--- src/rtl/stage_sequencer_pkg.sv ---
// Shared types and constants for the per-node stage sequencer.
package stage_sequencer_pkg;

  localparam int unsigned WDOG_W = 16;

  typedef enum logic [2:0] {
    ST_IDLE   = 3'd0,
    ST_SELECT = 3'd1,
    ST_LAUNCH = 3'd2,
    ST_RUN    = 3'd3,
    ST_FINISH = 3'd4
  } state_e;

  localparam logic [1:0] STATUS_COMPLETE = 2'b00;
  localparam logic [1:0] STATUS_ABORT    = 2'b01;
  localparam logic [1:0] STATUS_TIMEOUT  = 2'b10;

  localparam int unsigned STAGE_AMISINK         = 0;
  localparam int unsigned STAGE_FORWARDING      = 1;
  localparam int unsigned STAGE_FIXSINKLIST     = 2;
  localparam int unsigned STAGE_NEIGHBORCLUSTER = 3;
  localparam int unsigned STAGE_BEST            = 4;
  localparam int unsigned STAGE_BETTERNEIGHBOR  = 5;
  localparam int unsigned STAGE_POLICY          = 6;
  localparam int unsigned STAGE_SELECTACTION    = 7;

  // Memory address map: each stage owns a 4-word region.
  localparam logic [15:0] ADDR_BASE_AMISINK         = 16'h0000;
  localparam logic [15:0] ADDR_BASE_FORWARDING      = 16'h0004;
  localparam logic [15:0] ADDR_BASE_FIXSINKLIST     = 16'h0008;
  localparam logic [15:0] ADDR_BASE_NEIGHBORCLUSTER = 16'h000C;
  localparam logic [15:0] ADDR_BASE_BEST            = 16'h0010;
  localparam logic [15:0] ADDR_BASE_BETTERNEIGHBOR  = 16'h0014;
  localparam logic [15:0] ADDR_BASE_POLICY          = 16'h0018;
  localparam logic [15:0] ADDR_BASE_SELECTACTION    = 16'h001C;

endpackage

--- src/rtl/stage_sequencer_if.sv ---
// Stage handshake and shared memory port bundle of the stage sequencer.
interface stage_sequencer_if #(
  parameter int unsigned NUM_STAGES = 8,
  parameter int unsigned WORD_WIDTH = 16,
  parameter int unsigned IDX_W      = $clog2(NUM_STAGES)
);
  logic                             start;
  logic [NUM_STAGES-1:0]            stage_mask;
  logic [NUM_STAGES-1:0]            stage_done;
  logic [NUM_STAGES-1:0]            stage_abort;
  logic [NUM_STAGES*WORD_WIDTH-1:0] stage_addr;
  logic [NUM_STAGES-1:0]            stage_wr_en;
  logic [NUM_STAGES-1:0]            stage_go;
  logic [NUM_STAGES-1:0]            stage_clr_n;
  logic [WORD_WIDTH-1:0]            mem_addr;
  logic                             mem_wr_en;
  logic                             busy;
  logic                             round_done;
  logic [1:0]                       round_status;
  logic [IDX_W-1:0]                 last_stage;

  // Sequencer side.
  modport master (
    input  start, stage_mask, stage_done, stage_abort, stage_addr, stage_wr_en,
    output stage_go, stage_clr_n, mem_addr, mem_wr_en, busy, round_done,
           round_status, last_stage
  );

  // Stage / environment side.
  modport slave (
    output start, stage_mask, stage_done, stage_abort, stage_addr, stage_wr_en,
    input  stage_go, stage_clr_n, mem_addr, mem_wr_en, busy, round_done,
           round_status, last_stage
  );
endinterface

--- src/rtl/stage_sequencer_addr_wr_mux.sv ---
// Selects the active stage's address and write request onto the shared port.
module stage_sequencer_addr_wr_mux #(
  parameter int unsigned NUM_STAGES = 8,
  parameter int unsigned WORD_WIDTH = 16,
  parameter int unsigned IDX_W      = $clog2(NUM_STAGES)
) (
  input  logic [IDX_W-1:0]                 idx_i,
  input  logic                             run_i,
  input  logic [NUM_STAGES*WORD_WIDTH-1:0] stage_addr_i,
  input  logic [NUM_STAGES-1:0]            stage_wr_en_i,
  output logic [WORD_WIDTH-1:0]            addr_o,
  output logic                             wr_en_o
);

  logic wr_sel;

  // Index-driven select; writes only pass while the stage is actually running.
  always_comb begin
    addr_o = '0;
    wr_sel = 1'b0;
    for (int unsigned k = 0; k < NUM_STAGES; k++) begin
      if (idx_i == IDX_W'(k)) begin
        addr_o = stage_addr_i[k*WORD_WIDTH +: WORD_WIDTH];
        wr_sel = stage_wr_en_i[k];
      end
    end
    wr_en_o = run_i & wr_sel;
  end

endmodule

--- src/rtl/stage_sequencer.sv ---
// Registered round sequencer: launches enabled stages in order over one memory port.
module stage_sequencer
  import stage_sequencer_pkg::*;
#(
  parameter int unsigned NUM_STAGES = 8,
  parameter int unsigned WORD_WIDTH = 16,
  parameter int unsigned TIMEOUT    = 4096
) (
  input  logic clock,
  input  logic nrst,
  stage_sequencer_if.master bus
);

  localparam int unsigned IDX_W = $clog2(NUM_STAGES);

  state_e                state_q;
  logic [IDX_W-1:0]      idx_q;
  logic [WDOG_W-1:0]     wdog_q;
  logic [NUM_STAGES-1:0] go_q;
  logic [NUM_STAGES-1:0] clr_n_q;
  logic                  busy_q;
  logic                  round_done_q;
  logic [1:0]            status_q;
  logic [IDX_W-1:0]      last_q;

  logic                  idx_last;
  logic                  wdog_expired;
  logic                  run;
  logic [WORD_WIDTH-1:0] mux_addr;
  logic                  mux_wr_en;

  assign idx_last     = (idx_q == IDX_W'(NUM_STAGES - 1));
  assign wdog_expired = (wdog_q == WDOG_W'(TIMEOUT - 1));
  assign run          = (state_q == ST_RUN);

  // Outputs are registered alongside the state they belong to, so each one
  // is set on the transition into its state rather than decoded afterwards.
  always_ff @(posedge clock or negedge nrst) begin
    if (!nrst) begin
      state_q      <= ST_IDLE;
      idx_q        <= '0;
      wdog_q       <= '0;
      go_q         <= '0;
      clr_n_q      <= '1;
      busy_q       <= 1'b0;
      round_done_q <= 1'b0;
      status_q     <= STATUS_COMPLETE;
      last_q       <= '0;
    end else begin
      go_q         <= '0;
      clr_n_q      <= '1;
      round_done_q <= 1'b0;
      case (state_q)
        ST_IDLE: begin
          if (bus.start) begin
            idx_q   <= '0;
            state_q <= ST_SELECT;
            busy_q  <= 1'b1;
          end
        end
        ST_SELECT: begin
          if (bus.stage_mask[idx_q]) begin
            state_q        <= ST_LAUNCH;
            clr_n_q[idx_q] <= 1'b0;
          end else if (idx_last) begin
            state_q      <= ST_FINISH;
            round_done_q <= 1'b1;
            status_q     <= STATUS_COMPLETE;
            last_q       <= idx_q;
          end else begin
            idx_q <= idx_q + IDX_W'(1);
          end
        end
        ST_LAUNCH: begin
          wdog_q      <= '0;
          state_q     <= ST_RUN;
          go_q[idx_q] <= 1'b1;
        end
        ST_RUN: begin
          wdog_q <= wdog_q + WDOG_W'(1);
          // done takes priority over a watchdog expiry in the same cycle
          if (bus.stage_done[idx_q]) begin
            if (bus.stage_abort[idx_q]) begin
              state_q      <= ST_FINISH;
              round_done_q <= 1'b1;
              status_q     <= STATUS_ABORT;
              last_q       <= idx_q;
            end else if (idx_last) begin
              state_q      <= ST_FINISH;
              round_done_q <= 1'b1;
              status_q     <= STATUS_COMPLETE;
              last_q       <= idx_q;
            end else begin
              idx_q   <= idx_q + IDX_W'(1);
              state_q <= ST_SELECT;
            end
          end else if (wdog_expired) begin
            state_q      <= ST_FINISH;
            round_done_q <= 1'b1;
            status_q     <= STATUS_TIMEOUT;
            last_q       <= idx_q;
          end else begin
            go_q[idx_q] <= 1'b1;
          end
        end
        ST_FINISH: begin
          state_q <= ST_IDLE;
          busy_q  <= 1'b0;
        end
        default: begin
          state_q <= ST_IDLE;
          busy_q  <= 1'b0;
        end
      endcase
    end
  end

  stage_sequencer_addr_wr_mux #(
    .NUM_STAGES (NUM_STAGES),
    .WORD_WIDTH (WORD_WIDTH),
    .IDX_W      (IDX_W)
  ) u_addr_wr_mux (
    .idx_i         (idx_q),
    .run_i         (run),
    .stage_addr_i  (bus.stage_addr),
    .stage_wr_en_i (bus.stage_wr_en),
    .addr_o        (mux_addr),
    .wr_en_o       (mux_wr_en)
  );

  assign bus.stage_go     = go_q;
  assign bus.stage_clr_n  = clr_n_q;
  assign bus.mem_addr     = mux_addr;
  assign bus.mem_wr_en    = mux_wr_en;
  assign bus.busy         = busy_q;
  assign bus.round_done   = round_done_q;
  assign bus.round_status = status_q;
  assign bus.last_stage   = last_q;

endmodule

--- src/flat_wrapper.sv ---
// flat-port wrapper written by rule: the top's interface ports become plain ports
module stage_sequencer_flat import stage_sequencer_pkg::*;
#(
  parameter int unsigned NUM_STAGES = 8,
  parameter int unsigned WORD_WIDTH = 16,
  parameter int unsigned TIMEOUT    = 4096
)
  (clock, nrst, bus_start, bus_stage_mask, bus_stage_done, bus_stage_abort, bus_stage_addr, bus_stage_wr_en, bus_stage_go, bus_stage_clr_n, bus_mem_addr, bus_mem_wr_en, bus_busy, bus_round_done, bus_round_status, bus_last_stage);
  stage_sequencer_if #(.NUM_STAGES(NUM_STAGES), .WORD_WIDTH(WORD_WIDTH)) bus_i ();
  input  logic clock;
  input  logic nrst;
  input wire logic [$bits(bus_i.start)-1:0] bus_start;
  input wire logic [$bits(bus_i.stage_mask)-1:0] bus_stage_mask;
  input wire logic [$bits(bus_i.stage_done)-1:0] bus_stage_done;
  input wire logic [$bits(bus_i.stage_abort)-1:0] bus_stage_abort;
  input wire logic [$bits(bus_i.stage_addr)-1:0] bus_stage_addr;
  input wire logic [$bits(bus_i.stage_wr_en)-1:0] bus_stage_wr_en;
  output wire logic [$bits(bus_i.stage_go)-1:0] bus_stage_go;
  output wire logic [$bits(bus_i.stage_clr_n)-1:0] bus_stage_clr_n;
  output wire logic [$bits(bus_i.mem_addr)-1:0] bus_mem_addr;
  output wire logic [$bits(bus_i.mem_wr_en)-1:0] bus_mem_wr_en;
  output wire logic [$bits(bus_i.busy)-1:0] bus_busy;
  output wire logic [$bits(bus_i.round_done)-1:0] bus_round_done;
  output wire logic [$bits(bus_i.round_status)-1:0] bus_round_status;
  output wire logic [$bits(bus_i.last_stage)-1:0] bus_last_stage;
  assign bus_i.start = bus_start;
  assign bus_i.stage_mask = bus_stage_mask;
  assign bus_i.stage_done = bus_stage_done;
  assign bus_i.stage_abort = bus_stage_abort;
  assign bus_i.stage_addr = bus_stage_addr;
  assign bus_i.stage_wr_en = bus_stage_wr_en;
  assign bus_stage_go = bus_i.stage_go;
  assign bus_stage_clr_n = bus_i.stage_clr_n;
  assign bus_mem_addr = bus_i.mem_addr;
  assign bus_mem_wr_en = bus_i.mem_wr_en;
  assign bus_busy = bus_i.busy;
  assign bus_round_done = bus_i.round_done;
  assign bus_round_status = bus_i.round_status;
  assign bus_last_stage = bus_i.last_stage;
  stage_sequencer #(.NUM_STAGES(NUM_STAGES), .WORD_WIDTH(WORD_WIDTH), .TIMEOUT(TIMEOUT)) u_core (.clock(clock), .nrst(nrst), .bus(bus_i));
endmodule
--- config.mk ---
export PLATFORM = sky130hd
export DESIGN_NAME = stage_sequencer_flat
export DESIGN_NICKNAME = d
export VERILOG_FILES = /design/src/rtl/stage_sequencer_pkg.sv /design/src/rtl/stage_sequencer_if.sv /design/src/rtl/stage_sequencer_addr_wr_mux.sv /design/src/rtl/stage_sequencer.sv /design/src/flat_wrapper.sv
export SDC_FILE = /design/constraint.sdc
export NUM_CORES = 1
export LEC_CHECK = 0
export CORE_UTILIZATION = 36
export CTS_CLUSTER_SIZE = 28
export DETAILED_ROUTE_END_ITERATION = 16
export PLACE_DENSITY = 0.79
export SLEW_MARGIN = 40
export SYNTH_ARGS = -nofsm -noshare
export SYNTH_HDL_FRONTEND = slang
export SYNTH_SLANG_ARGS = --single-unit
--- constraint.sdc ---
create_clock -name clock -period 2.95 [get_ports clock]
set_clock_uncertainty 0.2 [all_clocks]
set_input_delay 0.295 -clock clock [delete_from_list [all_inputs] [get_ports clock]]
set_output_delay 0.295 -clock clock [all_outputs]
set_load 0.02 [all_outputs]
==> out/results.ini, run 1 <==
[synthesis]
synth_compound_area_share_pct = 27.0
async_reset_ff_share_pct = 100
synth.distinct_cells = 52
yosysTopAreaCellShare_pct = 25.6
syn_inst = 439
synth_xor_area_share_pct = 1.94
yosysTopAreaCell = dfrtp_1
synth_seq_cells = 45
yosysSeqAreaShare_pct = 31.4
synth_top_family_by_area = compound AO/OA/AOI/OAI gates
synth-warning-count = 0
synthMuxAreaShare_pct = 5.70
syn_nets = 609
avgSynthCellArea_um2 = 8.25
synthAdderAreaFrac_pct = 2.42
synth_ff_type = dfrtp_1
synth-edff-count = 0
synth_most_common_cell = nand2_1
synth-simple-area-share_pct = 26.2
synth_common_cells = 55 x nand2_1, 39 x nor2b_1, 37 x dfrtp_1
synth_area_leaders = dfrtp_1 26%, nor2b_1 6.7%, dfstp_2 5.8%
syn_area_mm2 = 0.00362

[floorplanning]
rows = 36
core-area_mm2 = 0.00977
die_height_um = 102
start_util_pct = 37.0
dieArea_mm2 = 0.0105
dieWidth_um = 102
ioPinCount = 203

[timing]
fmax_mhz = 343
finalHoldViolCount = 0
slew_viol_final = 0
max_slew_margin_pct = 54.8
fin_crit_ns = 2.91
setup_viol = 0
rsz0062_at_grt = yes
tightest_slew_ns = 0.675
fin_crit_sh_pct = 98.7
finalWorstSetupSlack_ns = 0.0382

[clock_tree]
cts_sinks = 45
cts.reportedPaths.clkPinSlew_ns = 0.08
cts_buffers = 5
cts_buffer_depth = 2
clk_latency_ns = 0.30
cts_max_level = 2
cts_tree = yes
cts-root-buf = clkbuf_8

[worst_setup_path]
critPathArrivalTime_ns = 2.42
critPathBufInv = 2
critPathMaxStageDelay_ns = 0.46
required_ns = 2.46
crit_slowest_cell = dfrtp_2
crit_path_max_fanout = 15
crit_chain = ha_1, ha_2, or3_1, buf_4, o221ai_1, a31oi_2, dlygate4sd2_1
crit_type = reg -> out
crit_path_end_kind = output pin
critPathLaunchType = flop
path_delay_family = buffers and inverters

[detailed_routing]
drc = 0
routedWlPerCell_um = 17.7
totalWireLength_um = 13700
antenna_left = 0
dr_total_vias = 4222
dr.first_iter.drc_count = 151
drt_pass1_iterations = 5
vias_per_cell = 5.44

[pwr]
leakagePower_nw = 2.41
peakVddDrop_uv = 398
p_per_area_mw_per_mm2 = 794

[layout]
regArea_mm2 = 0.00114
fill_cells = 859
multiInputGateArea_mm2 = 0.00239
fin_cells = 776
fin_util_pct = 62.6
n_antenna_cell = 0
layout.nets = 812
syn2layout_area_growth_pct = 68.9
drive_gt1_share_pct = 12.9

[grt]
grt_pass1_wl_um = 20800
grt_antenna_before_repair = 0
grt_overflow = 0
first_global_vias = 4212
grtUsageTotal_pct = 25.9
grt_max_degree = 46

[place]
place_congestion = 0.863
hpwl_um = 11000
post-place-ws_ns = 0.0737
placed_cells = 766
io_buffers = 202

[outcome]
outcome = completed

[min_path]
min_path_type = in -> async

[job]
cap_violations = 0

final timing paths:
check | from | endpoint | slack [ns] | cells after the start
setup / recovery | u_core.idx_q[0]$_DFFE_PN0P_ | bus_mem_addr[11] | 0.04 | 7
hold / removal | nrst | u_core.wdog_q[3]$_DFFE_PN0P_ | 0.31 | 2
setup reg to reg | u_core.idx_q[1]$_DFFE_PN0P_ | u_core.bus.last_stage[1]$_DFFE_PN0P_ | 0.25 | 7
hold reg to reg | u_core.bus.last_stage[0]$_DFFE_PN0P_ | u_core.bus.last_stage[0]$_DFFE_PN0P_ | 0.33 | 1
max in group asynchronous | nrst | u_core.idx_q[0]$_DFFE_PN0P_ | 1.83 | 2
min in group clock | u_core.bus.last_stage[0]$_DFFE_PN0P_ | u_core.bus.last_stage[0]$_DFFE_PN0P_ | 0.33 | 1
logic make-up after synthesis:
| kind of cell | after synthesis |
|---|---|
| adder cells (fa/ha/maj) | 7 |
| flip-flops | 45 |
| buffers and inverters | 49 |
| XOR/XNOR | 8 |
| AO/OA/AOI/OAI | 132 |
| multiplexers | 17 |
| AND/OR/NAND/NOR | 181 |
report_power, final:
part	total (W)	leakage, nW	internal, W	switching [W]
sequential	0.000923	0.570	0.000762	0.000161
clock	0.000467	0.0543	0.000253	0.000213
combinational	0.00347	1.78	0.00161	0.00186
cells in the final DEF (no fill, tap or decap), drive strengths merged, types with 10 or more instances in the layout:
master / instances
a21oi: 17
a221oi: 19
a22oi: 16
a31oi: 15
buf: 31
clkdlybuf4s50: 184
dfrtp: 37
dlygate4sd2: 12
inv: 13
mux2: 10
nand2: 55
nand2b: 19
nor2: 21
nor2b: 39
o21ai: 13
o221ai: 16
o31ai: 16
layer usage:
| metal | up-vias | global-route usage, % | wire length [um] |
|---|---|---|---|
| met5 | - | 0 | 0 |
| met4 | 0 | 8.68 | 331 |
| met3 | 22 | 5.88 | 1250 |
| met2 | 187 | 49.5 | 7040 |
| met1 | 1975 | 28.0 | 5110 |
| li1 | 2038 | - | - |
state kept, by name (all words and copies together), names as in the netlist, 2 cells and up:
signal	count
u_core.wdog_q	16
u_core.bus.stage_clr_n	8
u_core.bus.stage_go	8
u_core.bus.last_stage	3
u_core.idx_q	3
u_core.state_q	3
u_core.bus.round_status	2
area by class of cell:
type	instances	share of cell area, %
multi-input cells	345	39.1
repair buffers	232	36.9
flip-flops and latches	45	18.6
well taps	133	2.72
clock buffers	5	1.13
inverters	13	0.798
clock inverters	3	0.757
metrics by stage:
stage / cell area (um^2) / hold WS [ns] / total power, W / TNS (ns)
final: 6120 / 0.311 / 0.00486 / 0
after global placement: 5960 / 0.298 / 0.00446 / 0
after CTS: 6070 / 0.337 / 0.00481 / 0
after floorplan: 3690 / -0.201 / 0.00307 / 0
after global routing: 6120 / 0.361 / 0.00522 / -0.361
after detailed placement: 5960 / 0.129 / 0.00451 / 0
repair_timing:
action | in CTS | in global routing
setup endpoints to repair | 16 | 18
hold buffers | 1 | 0
pin swaps | 0 | 1
setup buffers | 0 | 1
resized for setup | 18 | 16
endpoints found under the hold margin | 37 | 0
Note: power is estimated with default switching activity, not from simulation.
==> inputs of run 2 (changes only) <==
ABC_CLOCK_PERIOD_IN_PS = 2950   (was default)
==> results of run 2 <==
Same layout as run 1: the final DEF is identical, and so are final timing and power.
==> inputs of run 3 (changes only) <==
CORE_MARGIN = 2   (was default)
==> out/results.ini, run 3 (same netlist as run 1, synthesis figures left out) <==
[place]
post-place-ws_ns = -0.00929
io_buffers = 202
place_congestion = 0.931
hpwl_um = 11500

[layout]
layout.nets = 808
multiInputGateArea_mm2 = 0.00242
final_cell_mix = 184 x clkdlybuf4s50_1, 55 x nand2_1, 39 x nor2b_1
largest_register_ffs = 16
top_register = u_core.wdog_q
drive_gt1_share_pct = 15.0
fill_cells = 817
final_common_cell = clkdlybuf4s50_1
syn2layout_area_growth_pct = 68.8
fin_util_pct = 62.5
regArea_mm2 = 0.00114

[detailed_routing]
vias_per_cell = 5.44
antenna_left = 0
drt_pass1_iterations = 4
dr_total_vias = 4205
totalWireLength_um = 14300
routedWlPerCell_um = 18.5
drc = 0
dr.first_iter.drc_count = 219

[floorplanning]
die_height_um = 104
dieWidth_um = 104
start_util_pct = 37.0
rows = 36
ioPinCount = 203
core-area_mm2 = 0.00977
dieArea_mm2 = 0.0109

[timing]
finalSetupTns_ns = 0
fin_crit_sh_pct = 96.3
tightest_slew_ns = 0.652
fmax_mhz = 352
max_slew_margin_pct = 56.3
setup_viol = 0
finalWorstSetupSlack_ns = 0.108
finalHoldViolCount = 0
fin_crit_ns = 2.84
slew_viol_final = 0

[pwr]
leakagePower_nw = 2.40
pwr-share-comb_pct = 70.1
clockPowerShare_pct = 11.2
internal_power_w = 0.00262
peakVddDrop_uv = 403
p_per_area_mw_per_mm2 = 795
p_sw_share_pct = 46.0
power.switching_w = 0.00224
seqPwrFrac_pct = 18.7
power_w = 0.00486

[worst_setup_path]
r2r-start = u_core.idx_q[2]$_DFFE_PN0P_
crit_start = u_core.idx_q[2]$_DFFE_PN0P_
critPathLaunchType = flop
crit_type = reg -> reg
rrSetupSlack_ns = 0.11
crit_path_end_kind = flop
required_ns = 2.93
regToRegEndpoint = u_core.bus.last_stage[0]$_DFFE_PN0P_
r2r_cells = 7
crit_path_max_fanout = 10
critPathArrivalTime_ns = 2.83

[clock_tree]
cts_tree = yes
clk_latency_ns = 0.30
cts_sinks = 45
cts_buffer_depth = 2
cts-root-buf = clkbuf_8
cts_buffers = 5
cts_max_level = 2
cts.reportedPaths.clkPinSlew_ns = 0.09

[min_path]
min_path_type = in -> async

[job]
cap_violations = 0

[grt]
globalRouteMet2Util_pct = 45.8
grt_pass1_wl_um = 23100
grt_antenna_before_repair = 1
grt_max_degree = 46
grt_overflow = 0
top_usage_layer = met2
grt_use_met1_pct = 30.5
grtUsageTotal_pct = 26.2
use_met3_pct = 6.83
first_global_vias = 4326

[outcome]
outcome = completed

## run 3: changes by cell type in the layout (fill, tap and decap cells not counted), moves of 6 or more
cell / previous run / this run
dlygate4sd2_1: 12 / 1
o221ai_2: 2 / 8
clkbuf_2: 2 / 14
buf_4: 26 / 20
o221ai_1: 14 / 8
## run 3: power groups by stage
stage / clock network [W] / logic, W / registers, W
floorplan: 0 / 0.00213 / 0.000943
global placement: 0 / 0.00354 / 0.000909
detailed placement: 0 / 0.00359 / 0.000915
CTS: 0.000554 / 0.00347 / 0.000909
global route: 0.000580 / 0.00370 / 0.000938
finish: 0.000547 / 0.00341 / 0.000910
## run 3: metal layers
metal / wire, um / up-vias / share of wire, %
met5: 0 / - / 0
met4: 500 / 0 / 3.5
met3: 1020 / 32 / 7.1
met2: 6930 / 195 / 49
met1: 5830 / 1953 / 41
li1: - / 2025 / -
## run 3: timing repair
| item | 4_1_cts | 5_1_grt |
|---|---|---|
| setup endpoints to repair | 17 | 18 |
| hold buffers | 1 | 0 |
| buffers inserted | 0 | 1 |
| resized for setup | 37 | 34 |
| hold endpoints to repair | 37 | 0 |
## run 3: worst max path at each step
stage,endpoint,cells after the start
global placement,bus_mem_addr[8],8
CTS,bus_mem_addr[9],8
finish,u_core.bus.last_stage[0]$_DFFE_PN0P_,7
floorplan,bus_mem_addr[0],11
global route,bus_mem_addr[11],8
detailed placement,bus_mem_addr[8],8
## run 3: critical path, cell delays in order, from the launching register on
cell	delay [ns]
dfrtp_1	0.46
buf_4	0.21
nand2b_1	0.16
mux4_2	0.52
a221o_1	0.37
a311oi_4	0.31
buf_4	0.20
mux2_4	0.30
## run 3: area by class of cell
| type | instances | share of cell area, % |
|---|---|---|
| diodes | 1 | 0.0409 |
| clock buffers | 5 | 1.13 |
| clock inverters | 3 | 1.06 |
| inverters | 13 | 0.798 |
| multi-input cells | 345 | 39.7 |
| flip-flops and latches | 45 | 18.6 |
| well taps | 133 | 2.72 |
| repair buffers | 228 | 36.0 |
## run 3: per-stage QoR
step,cell area [um^2],instances,hold WS [ns]
after CTS,6140,771,0.334
after global placement,5960,762,0.301
final,6110,773,0.322
after floorplan,3690,439,-0.201
after detailed placement,5960,762,0.127
after global routing,6110,773,0.347
